**config.mk**
```make
export PLATFORM = sky130hd
export DESIGN_NAME = bufgce_div_array
export DESIGN_NICKNAME = d
export VERILOG_FILES = /design/src/rtl/bufgce_div_array_pkg.sv /design/src/rtl/bufgce_div_chan.sv /design/src/rtl/bufgce_div_array.sv
export SDC_FILE = /design/constraint.sdc
export NUM_CORES = 1
export LEC_CHECK = 0
export CAP_MARGIN = 20
export CELL_PAD_IN_SITES_DETAIL_PLACEMENT = 1
export CELL_PAD_IN_SITES_GLOBAL_PLACEMENT = 1
export CORE_ASPECT_RATIO = 1.75
export CORE_MARGIN = 10
export CORE_UTILIZATION = 25
export DETAILED_ROUTE_END_ITERATION = 10
export PLACE_DENSITY = 0.53
export SYNTH_ARGS = -nofsm -noshare
export SYNTH_HDL_FRONTEND = slang
export SYNTH_SLANG_ARGS = --single-unit
export TNS_END_PERCENT = 50
```
**constraint.sdc**
```tcl
create_clock -name CLK -period 1.5 [get_ports CLK]
set_input_delay 0.3 -clock CLK [delete_from_list [all_inputs] [get_ports CLK]]
set_output_delay 0.3 -clock CLK [all_outputs]
set_load 0.005 [all_outputs]
```
**src/rtl/bufgce_div_array_pkg.sv**
```systemverilog
// bufgce_div_array_pkg: shared state encoding, CE_TYPE codes and stats width for the clock-enable divider array
package bufgce_div_array_pkg;
  typedef enum logic [1:0] {ST_IDLE = 2'd0, ST_RUN = 2'd1, ST_DRAIN = 2'd2} state_t;
  localparam int CE_TYPE_SYNC = 0;
  localparam int CE_TYPE_ASYNC = 1;
  localparam int STATS_W = 16;
endpackage

```
**src/rtl/bufgce_div_chan.sv**
```systemverilog
// bufgce_div_chan: one channel (CE sync chain, IDLE/RUN/DRAIN FSM, divide counter); BUFGCE_DIV_ARRAY_STATS_EN adds a tick counter
module bufgce_div_chan
  import bufgce_div_array_pkg::*;
#(
  parameter int DIV_W = 3,
  parameter int CE_MODE = CE_TYPE_SYNC,
  parameter int SYNC_STAGES = 2,
  parameter bit CE_INV = 1'b0
) (
  input  logic             clk,
  input  logic             rst,
  input  logic             ce,
  input  logic [DIV_W-1:0] div,
  output logic             tick,
  output logic             active,
  output logic             drain
`ifdef BUFGCE_DIV_ARRAY_STATS_EN
  , output logic [STATS_W-1:0] tick_cnt
`endif
);
  state_t st, st_n;
  logic [DIV_W-1:0] cnt, cnt_n, div_q, div_n;
  logic tick_n, ce_i, ce_s, zero;
  assign ce_i = ce ^ CE_INV;
  if (CE_MODE == CE_TYPE_SYNC) begin : g_sync
    logic [SYNC_STAGES-1:0] sr;
    always_ff @(posedge clk) sr <= rst ? '0 : {sr[SYNC_STAGES-2:0], ce_i};
    assign ce_s = sr[SYNC_STAGES-1];
  end else begin : g_async
    assign ce_s = ce_i;
  end
  assign zero = cnt == '0;
  assign active = st != ST_IDLE;
  assign drain = st == ST_DRAIN;
  always_comb begin
    st_n = st;
    cnt_n = cnt;
    div_n = div_q;
    tick_n = 1'b0;
    unique case (st)
      ST_IDLE: if (ce_s) begin
        st_n = ST_RUN;
        div_n = div;
        cnt_n = div;
      end
      ST_RUN: if (!ce_s && CE_MODE == CE_TYPE_ASYNC) begin
        st_n = ST_IDLE;
        cnt_n = '0;
      end else begin
        tick_n = zero;
        cnt_n = zero ? div_q : cnt - 1'b1;
        st_n = ce_s ? ST_RUN : ST_DRAIN;
      end
      ST_DRAIN: begin
        // re-raise during drain resumes the same period; final tick without re-raise ends the channel
        tick_n = zero;
        cnt_n = zero ? div_q : cnt - 1'b1;
        st_n = ce_s ? ST_RUN : (zero ? ST_IDLE : ST_DRAIN);
      end
      default: st_n = ST_IDLE;
    endcase
  end
  always_ff @(posedge clk) begin
    if (rst) begin
      st <= ST_IDLE;
      cnt <= '0;
      div_q <= '0;
      tick <= 1'b0;
    end else begin
      st <= st_n;
      cnt <= cnt_n;
      div_q <= div_n;
      tick <= tick_n;
    end
  end
`ifdef BUFGCE_DIV_ARRAY_STATS_EN
  always_ff @(posedge clk) begin
    if (rst) tick_cnt <= '0;
    else if (tick && tick_cnt != '1) tick_cnt <= tick_cnt + 1'b1;
  end
`endif
endmodule

```
**src/rtl/bufgce_div_array.sv**
```systemverilog
// bufgce_div_array: NUM_CH independent clock-enable/divide channels on one clock
// BUFGCE_DIV_ARRAY_STATS_EN adds O_TICK_CNT (16-bit saturating tick count per channel)
module bufgce_div_array
  import bufgce_div_array_pkg::*;
#(
  parameter int NUM_CH = 4,
  parameter int DIV_W = 3,
  parameter string CE_TYPE = "SYNC",
  parameter int SYNC_STAGES = 2,
  parameter logic [NUM_CH-1:0] IS_CE_INVERTED = '0
) (
  input  logic                    CLK,
  input  logic                    RST,
  input  logic [NUM_CH-1:0]       CE,
  input  logic [NUM_CH*DIV_W-1:0] DIV,
  output logic [NUM_CH-1:0]       O_TICK,
  output logic [NUM_CH-1:0]       O_ACTIVE,
  output logic [NUM_CH-1:0]       O_DRAIN
`ifdef BUFGCE_DIV_ARRAY_STATS_EN
  , output logic [NUM_CH*STATS_W-1:0] O_TICK_CNT
`endif
);
  localparam int CE_MODE = (CE_TYPE == "ASYNC") ? CE_TYPE_ASYNC : CE_TYPE_SYNC;
  if (CE_TYPE != "SYNC" && CE_TYPE != "ASYNC") begin : g_bad_type
    $error("bufgce_div_array: CE_TYPE must be SYNC or ASYNC");
  end
  if (SYNC_STAGES < 2 || SYNC_STAGES > 4) begin : g_bad_stages
    $error("bufgce_div_array: SYNC_STAGES must be 2..4");
  end
  for (genvar k = 0; k < NUM_CH; k++) begin : g_ch
    bufgce_div_chan #(
      .DIV_W(DIV_W),
      .CE_MODE(CE_MODE),
      .SYNC_STAGES(SYNC_STAGES),
      .CE_INV(IS_CE_INVERTED[k])
    ) u_chan (
      .clk(CLK),
      .rst(RST),
      .ce(CE[k]),
      .div(DIV[k*DIV_W +: DIV_W]),
      .tick(O_TICK[k]),
      .active(O_ACTIVE[k]),
      .drain(O_DRAIN[k])
`ifdef BUFGCE_DIV_ARRAY_STATS_EN
      , .tick_cnt(O_TICK_CNT[k*STATS_W +: STATS_W])
`endif
    );
  end
endmodule

```
==> impl_summary.txt, run 1 <==
----------------------------------------------------
[Global route]
  Overall global routing resource usage ... 8.779%
  Via count of the first global-routing pass ... 2,032
  Overflow left after global routing ... 0
  Pin count of the biggest net entering global routing ... 34
  Antenna violations before repair ... 0
  First-pass GRT wire length ... 9839 um

[Worst hold path]
  Hold Path Origin ... RST
  Endpoint of the worst hold-timing path ... g_ch[2].u_chan.g_sync.sr[0]
  Worst hold path stage count ... 2
  Worst min path class ... primary input to register

[Worst setup path]
  Cell count of the worst reg-to-reg path ... 6
  Endpoint class of the critical path ... output port
  Buffers and inverters on the worst path ... 3
  Largest fanout on the critical path ... 3
  Category of cells accounting for the largest share of critical-path delay ... flip-flops
  RR Startpoint ... g_ch[3].u_chan.cnt[0]
  Data required, critical path ... 1.20 ns
  Setup slack of the worst register-to-register path ... 0.07 ns
  Crit-path slowest cell ... sky130_fd_sc_hd__dfxtp_4
  Setup crit start kind ... register
  Capture instance of the worst register-to-register path ... g_ch[3].u_chan.cnt[2]
  Maximum single-stage delay on the critical path ... 0.36 ns
  Setup CP Type ... register to output port
  Arrival @ worst endpoint ... 1.13 ns
  Chain of cells forming the critical path ... inv_2 > ha_4 > inv_1 > dlygate4sd2_1

[Pwr]
  Pwr Density ... 936.7 mW/mm^2
  Clk pwr share ... 37.6%
  Combinational share of power ... 19.4%
  Register share of total power ... 43.0%
  Switching Share ... 26.17%
  Power consumption ... 2.956 mW
  Leakage power ... 1.188 nW
  Internal power ... 2.182 mW
  Peak supply drop ... 0.5347 mV
  Net Switching ... 0.7734 mW

[STA]
  Worst hold margin ... 0.3686 ns
  Setup Viol. Count Final ... 0
  Number of endpoints with negative hold slack in the final report ... 0
  Final worst path period need ... 1.431 ns
  Highest clock frequency the design can meet ... 698.7 MHz
  Remaining max-slew budget at the tightest pin ... 75.83%
  Maximum clock skew at final layout ... 0.003426 ns
  Number of max-slew violations in the final report ... 0
  Slew at the pin closest to its max-slew limit ... 0.3581 ns
  Fin crit share ... 95.42%
  RSZ-0062 raised after global routing ... true

[Detailed routing]
  Starting DRT DRC Count ... 37
  Total vias in the final route ... 1,982
  DRT Wirelength ... 5851 um
  Vias per inst ... 4.546
  Residual antenna-violating net count after detailed routing ... 0
  DRC ... 0
  Iteration count of the initial detailed-routing pass ... 4
  Mean routed wirelength per cell ... 13.42 um

[Synth]
  Post-synthesis cell type with the largest combined area ... sky130_fd_sc_hd__dfxtp_1
  Synthesized cell area ... 0.002382 mm^2
  Netlist cell types ... 29
  Post-synthesis sequential area ratio ... 36.97%
  Synth Instances ... 276
  Synthesis Warnings ... 0
  Average cell area after synthesis ... 8.631 um^2
  Fraction of post-synthesis cell area in the top cell type by area ... 36.97%
  Synthesized flop and latch total ... 44
  Main area contributors after synthesis ... sky130_fd_sc_hd__dfxtp_1 (37%), sky130_fd_sc_hd__ha_1 (13%), sky130_fd_sc_hd__a21oi_1 (5.7%)
  Syn nets ... 318

[Clocking]
  CTS root buffer ... sky130_fd_sc_hd__clkbuf_16
  CTS tree ... done
  Clock-pin slew on the worst setup and hold paths ... 0.06 ns
  H-tree depth ... 2
  Clock insertion delay at the later pin of the skew report ... 0.28 ns
  Num CTS Buffers ... 5
  Hold buffer count at CTS ... 0
  Number of sinks on the clock net ... 44
  Deepest clock path buffer count ... 2

[Final layout]
  Diode insertion count for antenna repair ... 0
  Area growth syn-to-layout ... 32.46%
  Most frequent cells in the layout ... sky130_fd_sc_hd__dfxtp_1 (33), sky130_fd_sc_hd__nand2_1 (28), sky130_fd_sc_hd__a21oi_1 (27)
  Share of layout cells above drive strength 1 ... 28.03%
  Nets ... 355
  Most frequent standard cell in the layout excluding fill and tap cells ... sky130_fd_sc_hd__dfxtp_1

[Run]
  Number of max-capacitance violations reported ... 0

[Die]
  Standard-cell row count ... 47
  I/O pin count ... 30
  Chip height ... 149.1 um
  Die Width ... 93.79 um
  Floorplan core area ... 0.009409 mm^2
  Starting density of the core ... 25.32%
  Total Die Area ... 0.01399 mm^2

[Placement]
  PortBufs ... 29
  Weighted congestion at the end of routability-driven global placement ... 0.7459
  Sum of net half-perimeters after detailed placement ... 4629 um

[Status]
  Outcome ... completed

----------------------------------------------------
-- power by group through the flow --
stage / registers [mW] / logic [mW] / clock network [mW]
3_5_place_dp: 1.29 / 0.522 / 0
2_1_floorplan: 1.29 / 0.334 / 0
4_1_cts: 1.27 / 0.526 / 1.17
3_3_place_gp: 1.29 / 0.517 / 0
6_report: 1.27 / 0.574 / 1.11
5_1_grt: 1.28 / 0.645 / 1.21
-- sequential cells by signal, summed over array words and instances (netlist names) --
signal,flops
g_ch.u_chan.g_sync.sr,8
g_ch.u_chan.div_q,12
g_ch.u_chan.st,8
g_ch.u_chan.tick,4
g_ch.u_chan.cnt,12
-- logic make-up after synthesis --
kind of cell | share of synthesized area, %
DFF | 36.97
muxes | 1.418
buffers and inverters | 10.03
AOI/OAI and AO/OA | 20.59
adders and majority gates | 12.61
and+or+nand+nor | 18.38
-- Yosys cell counts --
cell and instances:
sky130_fd_sc_hd__nand2_1 28, sky130_fd_sc_hd__o21ai_1 2, sky130_fd_sc_hd__a21oi_4 1, sky130_fd_sc_hd__nor2b_1 15
sky130_fd_sc_hd__nor3_1 7, sky130_fd_sc_hd__inv_2 1, sky130_fd_sc_hd__nand2b_1 4, sky130_fd_sc_hd__o211ai_1 8
sky130_fd_sc_hd__a21oi_1 27, sky130_fd_sc_hd__clkbuf_1 4, sky130_fd_sc_hd__a211oi_1 5, sky130_fd_sc_hd__o31a_1 4
sky130_fd_sc_hd__a211o_1 3, sky130_fd_sc_hd__and3b_1 3, sky130_fd_sc_hd__nor2_2 1, sky130_fd_sc_hd__buf_4 12
sky130_fd_sc_hd__buf_2 5, sky130_fd_sc_hd__nor3b_1 3, sky130_fd_sc_hd__nand3_1 12, sky130_fd_sc_hd__dfxtp_1 44
sky130_fd_sc_hd__inv_1 28, sky130_fd_sc_hd__a211oi_2 6, sky130_fd_sc_hd__ha_1 24, sky130_fd_sc_hd__o21ai_0 7
sky130_fd_sc_hd__nor2_1 11, sky130_fd_sc_hd__o311ai_0 3, sky130_fd_sc_hd__nor2_4 2, sky130_fd_sc_hd__a21boi_2 3
sky130_fd_sc_hd__mux2_1 3
-- layer usage --
metal / up-vias / global-route usage, % / part of all wire (%)
met2: 26 / 16.04 / 55
met5: - / 0 / 0
met4: 0 / 4.656 / 2.5
met1: 945 / 8.818 / 39
li1: 1000 / - / -
met3: 11 / 2.067 / 3.5
-- worst max-delay path by stage --
stage	from	endpoint	slack, ns	cells after the start
after floorplan	g_ch[1].u_chan.cnt[0]	g_ch[1].u_chan.cnt[2]	0.11	6
after global placement	g_ch[2].u_chan.cnt[0]	g_ch[2].u_chan.cnt[1]	-0.0007	7
after detailed placement	g_ch[2].u_chan.cnt[0]	g_ch[2].u_chan.cnt[1]	-0.05	7
after CTS	g_ch[3].u_chan.st[1]	O_ACTIVE[3]	0.0003	4
after global routing	g_ch[3].u_chan.cnt[0]	g_ch[3].u_chan.cnt[2]	-0.01	6
final	g_ch[3].u_chan.st[1]	O_ACTIVE[3]	0.07	4
-- cell type report --
type / instances / area (um^2)
Clock buffer: 8 / 146.4
Inverter: 29 / 108.9
Timing Repair Buffer: 51 / 457.9
Sequential cell: 44 / 897.1
Multi-Input combinational cell: 182 / 1393
Fill cell: 1134 / 6254
Tap cell: 122 / 152.6
-- timing repair --
action	CTS	global route
resized for setup	27	40
buffers inserted	0	3
pin swaps	1	12
setup endpoints to repair	13	19
-- metrics by stage --
step | instances | setup slack [ns] | setup TNS, ns | util, % | area [um^2]
2_1_floorplan | 276 | 0.1068 | 0 | - | 2382
3_3_place_gp | 425 | -0.0007023 | -0.0007023 | 30.24 | 2845
3_5_place_dp | 425 | -0.04752 | -0.08708 | 30.24 | 2845
4_1_cts | 433 | 0.0002716 | 0 | 32.10 | 3020
5_1_grt | 436 | -0.01474 | -0.01510 | 33.54 | 3156
6_report | 436 | 0.06870 | 0 | 33.54 | 3156
Power figures use the tool's default switching activity.
==> run 2, diff against run 1 <==
Settings changed: CORE_ASPECT_RATIO 1.75 to default.
==> run 2 against run 1 <==
Utilization is essentially flat. Largest cell class unchanged. Via count shrank 2.5%. Die area is 1.1% lower. Global-route usage is 0.61 points lower.
==> impl_summary.txt, run 2 (synthesis gave the netlist of run 1 again) <==
----------------------------------------------------
[Detailed routing]
  Starting DRT DRC Count ... 19
  Mean routed wirelength per cell ... 12.65 um
  Vias per inst ... 4.351
  Residual antenna-violating net count after detailed routing ... 0
  Total vias in the final route ... 1,932
  DRC ... 0
  Iteration count of the initial detailed-routing pass ... 3
  DRT Wirelength ... 5617 um

[Placement]
  Weighted congestion at the end of routability-driven global placement ... 0.7457
  Sum of net half-perimeters after detailed placement ... 4163 um
  Placed cell area ... 0.002831 mm^2
  PortBufs ... 29

[STA]
  Maximum clock skew at final layout ... 0.004353 ns
  Number of endpoints with negative hold slack in the final report ... 0
  Remaining max-slew budget at the tightest pin ... 74.28%
  Sum of negative setup slack ... 0 ns
  Number of max-slew violations in the final report ... 0
  Fin crit share ... 96.39%
  Final worst path period need ... 1.446 ns
  Worst hold margin ... 0.4298 ns
  Setup Viol. Count Final ... 0
  Slew at the pin closest to its max-slew limit ... 0.3809 ns
  Highest clock frequency the design can meet ... 691.7 MHz
  RSZ-0062 raised after global routing ... true

[Global route]
  Antenna violations before repair ... 0
  Overflow left after global routing ... 0
  First-pass GRT wire length ... 9777 um
  Overall global routing resource usage ... 8.166%
  Via count of the first global-routing pass ... 2,034
  Pin count of the biggest net entering global routing ... 45

[Clocking]
  CTS tree ... done
  Clock insertion delay at the later pin of the skew report ... 0.29 ns
  Clock-pin slew on the worst setup and hold paths ... 0.09 ns
  H-tree depth ... 2
  Hold buffer count at CTS ... 0
  CTS root buffer ... sky130_fd_sc_hd__clkbuf_8
  Number of sinks on the clock net ... 44
  Num CTS Buffers ... 5
  Deepest clock path buffer count ... 2

[Final layout]
  Diode insertion count for antenna repair ... 0
  Share of layout cells above drive strength 1 ... 26.98%
  Regs by FF count ... g_ch.u_chan.cnt (12), g_ch.u_chan.div_q (12)
  Most frequent standard cell in the layout excluding fill and tap cells ... sky130_fd_sc_hd__dfxtp_1
  Nets ... 356
  Final Instance Area ... 0.003102 mm^2
  Most frequent cells in the layout ... sky130_fd_sc_hd__dfxtp_1 (32), sky130_fd_sc_hd__nand2_1 (28), sky130_fd_sc_hd__a21oi_1 (27)
  Area growth syn-to-layout ... 30.20%

[Worst setup path]
  Setup CP Type ... register to output port
  Setup crit start kind ... register
  Largest fanout on the critical path ... 3
  Arrival @ worst endpoint ... 1.15 ns
  Data required, critical path ... 1.20 ns
  Endpoint class of the critical path ... output port

[Pwr]
  Internal power ... 2.015 mW
  Register share of total power ... 46.2%
  Switching Share ... 26.74%
  Power consumption ... 2.751 mW
  Clk pwr share ... 33.1%
  Peak supply drop ... 0.3753 mV
  Pwr Density ... 886.9 mW/mm^2
  Leakage power ... 1.182 nW
  Combinational share of power ... 20.7%
  Net Switching ... 0.7357 mW

[Die]
  Starting density of the core ... 25.78%
  Total Die Area ... 0.01383 mm^2
  I/O pin count ... 30
  Standard-cell row count ... 35
  Chip height ... 117.6 um
  Floorplan core area ... 0.009240 mm^2
  Die Width ... 117.6 um

[Worst hold path]
  Worst min path class ... primary input to register

[Status]
  Outcome ... completed

[Run]
  Number of max-capacitance violations reported ... 0

----------------------------------------------------
## run 2: cell count changes in the layout (fill, tap and decap cells not counted), moves of 2 or more
| cell | change |
|---|---|
| sky130_fd_sc_hd__clkbuf_2 | +3 |
| sky130_fd_sc_hd__inv_2 | -5 |
| sky130_fd_sc_hd__ha_1 | +2 |
| sky130_fd_sc_hd__clkbuf_8 | +4 |
| sky130_fd_sc_hd__inv_1 | +4 |
| sky130_fd_sc_hd__nor2b_2 | -2 |
| sky130_fd_sc_hd__dfxtp_2 | +2 |
| sky130_fd_sc_hd__clkbuf_16 | -5 |
## run 2: critical path, stage by stage, from the launching register on
cell and delay, ns:
sky130_fd_sc_hd__dfxtp_2 0.37, sky130_fd_sc_hd__inv_4 0.05, sky130_fd_sc_hd__ha_2 0.17, sky130_fd_sc_hd__dlygate4sd2_1 0.26
## run 2: per-stage QoR
step / utilization (%) / setup WS (ns) / cells
final: 33.57 / 0.05421 / 444
after global routing: 33.57 / -0.01785 / 444
after CTS: 32.43 / -0.005850 / 439
after detailed placement: 30.64 / -0.03173 / 429
after global placement: 30.64 / 0.007327 / 429
after floorplan: - / 0.1068 / 276
## run 2: cell type report
class | count | area (um^2)
Fill cell | 1091 | 6138
Timing Repair Buffer | 52 | 450.4
Inverter | 29 | 111.4
Multi-Input combinational cell | 182 | 1375
Sequential cell | 44 | 895.9
Clock buffer | 6 | 72.57
Clock inverter | 2 | 35.03
Tap cell | 129 | 161.4
## run 2: final timing paths
path	depth (start not counted)	slack, ns	endpoint	from
max	3	0.05	O_DRAIN[1]	g_ch[1].u_chan.st[0]
min	3	0.43	g_ch[1].u_chan.cnt[1]	RST
max reg2reg	7	0.08	g_ch[2].u_chan.cnt[1]	g_ch[2].u_chan.cnt[1]
min reg2reg	1	0.44	g_ch[0].u_chan.g_sync.sr[1]	g_ch[0].u_chan.g_sync.sr[0]
## run 2: what timing repair did
action | CTS | global route
pin swaps | 3 | 10
cloned | 0 | 0
setup buffers | 2 | 5
resized for setup | 31 | 32
endpoints found under the setup margin | 14 | 23
hold endpoints to repair | 0 | 0
## run 2: metal layers
layer	vias up	GRT usage (%)	share of wire [%]
met2	23	13.08	46
li1	1003	-	-
met3	5	2.446	3.7
met5	-	0	0
met4	0	2.396	1.1
met1	901	10.29	49
## run 2: power by group through the flow
stage | sequential [mW] | combinational [mW] | clock, mW
final | 1.27 | 0.569 | 0.911
after floorplan | 1.29 | 0.334 | 0
after global placement | 1.29 | 0.500 | 0
after detailed placement | 1.29 | 0.509 | 0
after CTS | 1.27 | 0.523 | 0.985
after global routing | 1.28 | 0.651 | 1.01
==> run 3, diff against run 2 <==
Settings changed: CORE_MARGIN 10 to 2, HOLD_SLACK_MARGIN from default to 0.03, TNS_END_PERCENT 50 to default.
==> run 3 against run 2 <==
Sequential share of layout area shrank 0.37 points. Via count increased by 1.5%. Die area shrank 25%. Combinational power is 3% higher. Routed wire length barely moved. Clock skew is essentially flat. Count of clock-buffer cells in the layout unchanged.
==> impl_summary.txt, run 3 (synthesis gave the netlist of run 1 again) <==
----------------------------------------------------
[STA]
  Number of endpoints with negative hold slack in the final report ... 0
  Highest clock frequency the design can meet ... 692.7 MHz
  Number of max-slew violations in the final report ... 0
  RSZ-0062 raised after global routing ... true
  Maximum clock skew at final layout ... 0.004551 ns
  Fin crit share ... 96.24%
  Remaining max-slew budget at the tightest pin ... 76.67%
  Slew at the pin closest to its max-slew limit ... 0.3456 ns
  Final worst path period need ... 1.444 ns
  Setup Viol. Count Final ... 0
  Least setup slack across all paths after layout ... 0.05645 ns

[Final layout]
  Area taken by flip-flops and latches ... 897.1 um^2
  Most frequent standard cell in the layout excluding fill and tap cells ... sky130_fd_sc_hd__dfxtp_1
  Final Instance Area ... 0.003147 mm^2
  Multi-input gate area in the final layout ... 0.001415 mm^2
  Regs by FF count ... g_ch.u_chan.cnt (12), g_ch.u_chan.div_q (12)
  Share of layout cells above drive strength 1 ... 29.11%
  Layout fillers ... 1,079
  Nets ... 358
  Diode insertion count for antenna repair ... 0
  Area growth syn-to-layout ... 32.09%
  Most frequent cells in the layout ... sky130_fd_sc_hd__dfxtp_1 (31), sky130_fd_sc_hd__nand2_1 (28), sky130_fd_sc_hd__a21oi_1 (27)

[Clocking]
  H-tree depth ... 2
  CTS tree ... done
  Hold buffer count at CTS ... 0
  CTS root buffer ... sky130_fd_sc_hd__clkbuf_8
  Number of sinks on the clock net ... 44
  Clock-pin slew on the worst setup and hold paths ... 0.08 ns
  Clock insertion delay at the later pin of the skew report ... 0.29 ns
  Num CTS Buffers ... 5
  Deepest clock path buffer count ... 2

[Worst setup path]
  Maximum single-stage delay on the critical path ... 0.33 ns
  Setup crit start kind ... register
  Chain of cells forming the critical path ... inv_2 > ha_2 > dlygate4sd2_1
  Endpoint class of the critical path ... output port
  Data required, critical path ... 1.20 ns
  Largest fanout on the critical path ... 3
  Setup CP Type ... register to output port
  Crit-path slowest cell ... sky130_fd_sc_hd__dfxtp_2
  Arrival @ worst endpoint ... 1.14 ns

[Detailed routing]
  Starting DRT DRC Count ... 21
  Vias per inst ... 4.407
  Met1 Wirelength ... 2766 um
  DRC ... 0
  Total vias in the final route ... 1,961
  Mean routed wirelength per cell ... 12.63 um
  Residual antenna-violating net count after detailed routing ... 0
  Highest metal layer used by the detailed router ... met4
  Met2 wirelength from detailed routing ... 2664 um
  Iteration count of the initial detailed-routing pass ... 4
  DRT Wirelength ... 5619 um
  Routed length on met3 ... 155 um

[Pwr]
  Internal power ... 1.850 mW
  Net Switching ... 0.7479 mW
  Pwr Density ... 825.7 mW/mm^2
  Leakage power ... 1.181 nW
  Combinational share of power ... 22.6%
  Peak supply drop ... 0.3111 mV
  Register share of total power ... 49.1%
  Clk pwr share ... 28.3%
  Switching Share ... 28.79%

[Placement]
  Weighted congestion at the end of routability-driven global placement ... 0.7030
  PortBufs ... 29
  Sum of net half-perimeters after detailed placement ... 3953 um
  Placed cell area ... 0.002839 mm^2
  Worst setup timing slack at the placement stage ... -0.04008 ns

[Global route]
  Overall global routing resource usage ... 11.23%
  First-pass GRT wire length ... 9301 um
  Antenna violations before repair ... 0
  Via count of the first global-routing pass ... 2,002
  Pin count of the biggest net entering global routing ... 45
  Overflow left after global routing ... 0

[Die]
  Die Width ... 101.6 um
  Chip height ... 101.6 um
  Total Die Area ... 0.01033 mm^2
  Standard-cell row count ... 35
  Floorplan core area ... 0.009240 mm^2
  Starting density of the core ... 25.78%
  I/O pin count ... 30

[Worst hold path]
  Worst min path class ... primary input to register

[Status]
  Outcome ... completed

[Run]
  Number of max-capacitance violations reported ... 0

----------------------------------------------------
-- run 3: changes by cell type in the layout (fill, tap and decap cells not counted), sizes merged --
cell	change
buf	+2
bufinv	-1
clkbuf	-4
clkdlybuf4s15	+3
dlygate4sd2	+1
-- run 3: cell type report --
class / instances / area share (%)
clock inverters: 1 / 0.1590
inverters: 29 / 3.539
well taps: 129 / 5.129
multi-input cells: 182 / 44.97
repair buffers: 54 / 15.39
clock buffers: 6 / 2.306
flip-flops and latches: 44 / 28.51
-- run 3: power groups by stage --
stage	Clock [mW]	Combinational, mW	Sequential [mW]
floorplan	0	0.334	1.29
CTS	0.800	0.529	1.27
global route	0.836	0.666	1.29
finish	0.735	0.588	1.28
detailed placement	0	0.523	1.30
global placement	0	0.515	1.29
-- run 3: worst paths after layout --
path / cells after the start / slack (ns) / start / end
max reg2reg: 6 / 0.09 / g_ch[1].u_chan.cnt[0] / g_ch[1].u_chan.cnt[2]
min reg2reg: 1 / 0.45 / g_ch[3].u_chan.g_sync.sr[0] / g_ch[3].u_chan.g_sync.sr[1]
min: 3 / 0.43 / RST / g_ch[1].u_chan.cnt[1]
max: 3 / 0.06 / g_ch[1].u_chan.st[0] / O_DRAIN[1]
-- run 3: metal layers --
layer,global-route usage (%),up-vias
li1,-,1006
met1,14.12,930
met2,19.23,23
met3,2.692,2
met4,2.911,0
met5,0,-
-- run 3: stage by stage --
step | utilization, % | power, mW | std cells | setup TNS [ns] | hold WS (ns)
after floorplan | - | 1.621 | 276 | 0 | 0.4138
after global placement | 30.72 | 1.808 | 430 | 0 | 0.4170
after detailed placement | 30.72 | 1.818 | 430 | -0.04062 | 0.4330
after CTS | 32.38 | 2.599 | 442 | -0.001982 | 0.4388
after global routing | 34.06 | 2.787 | 445 | -0.02142 | 0.4441
final | 34.06 | 2.598 | 445 | 0 | 0.4326
-- run 3: critical path: cells and delay by family (launching register included) --
| kind | cells | cell delay (ns) |
|---|---|---|
| adders and majority gates | 1 | 0.20 |
| DFF | 1 | 0.33 |
| buffers and inverters | 2 | 0.33 |
-- run 3: repair_timing --
item	4_1_cts	5_1_grt
resized for setup	27	46
setup endpoints to repair	14	16
buffers inserted	5	3
cloned	0	0
pin swaps	4	14
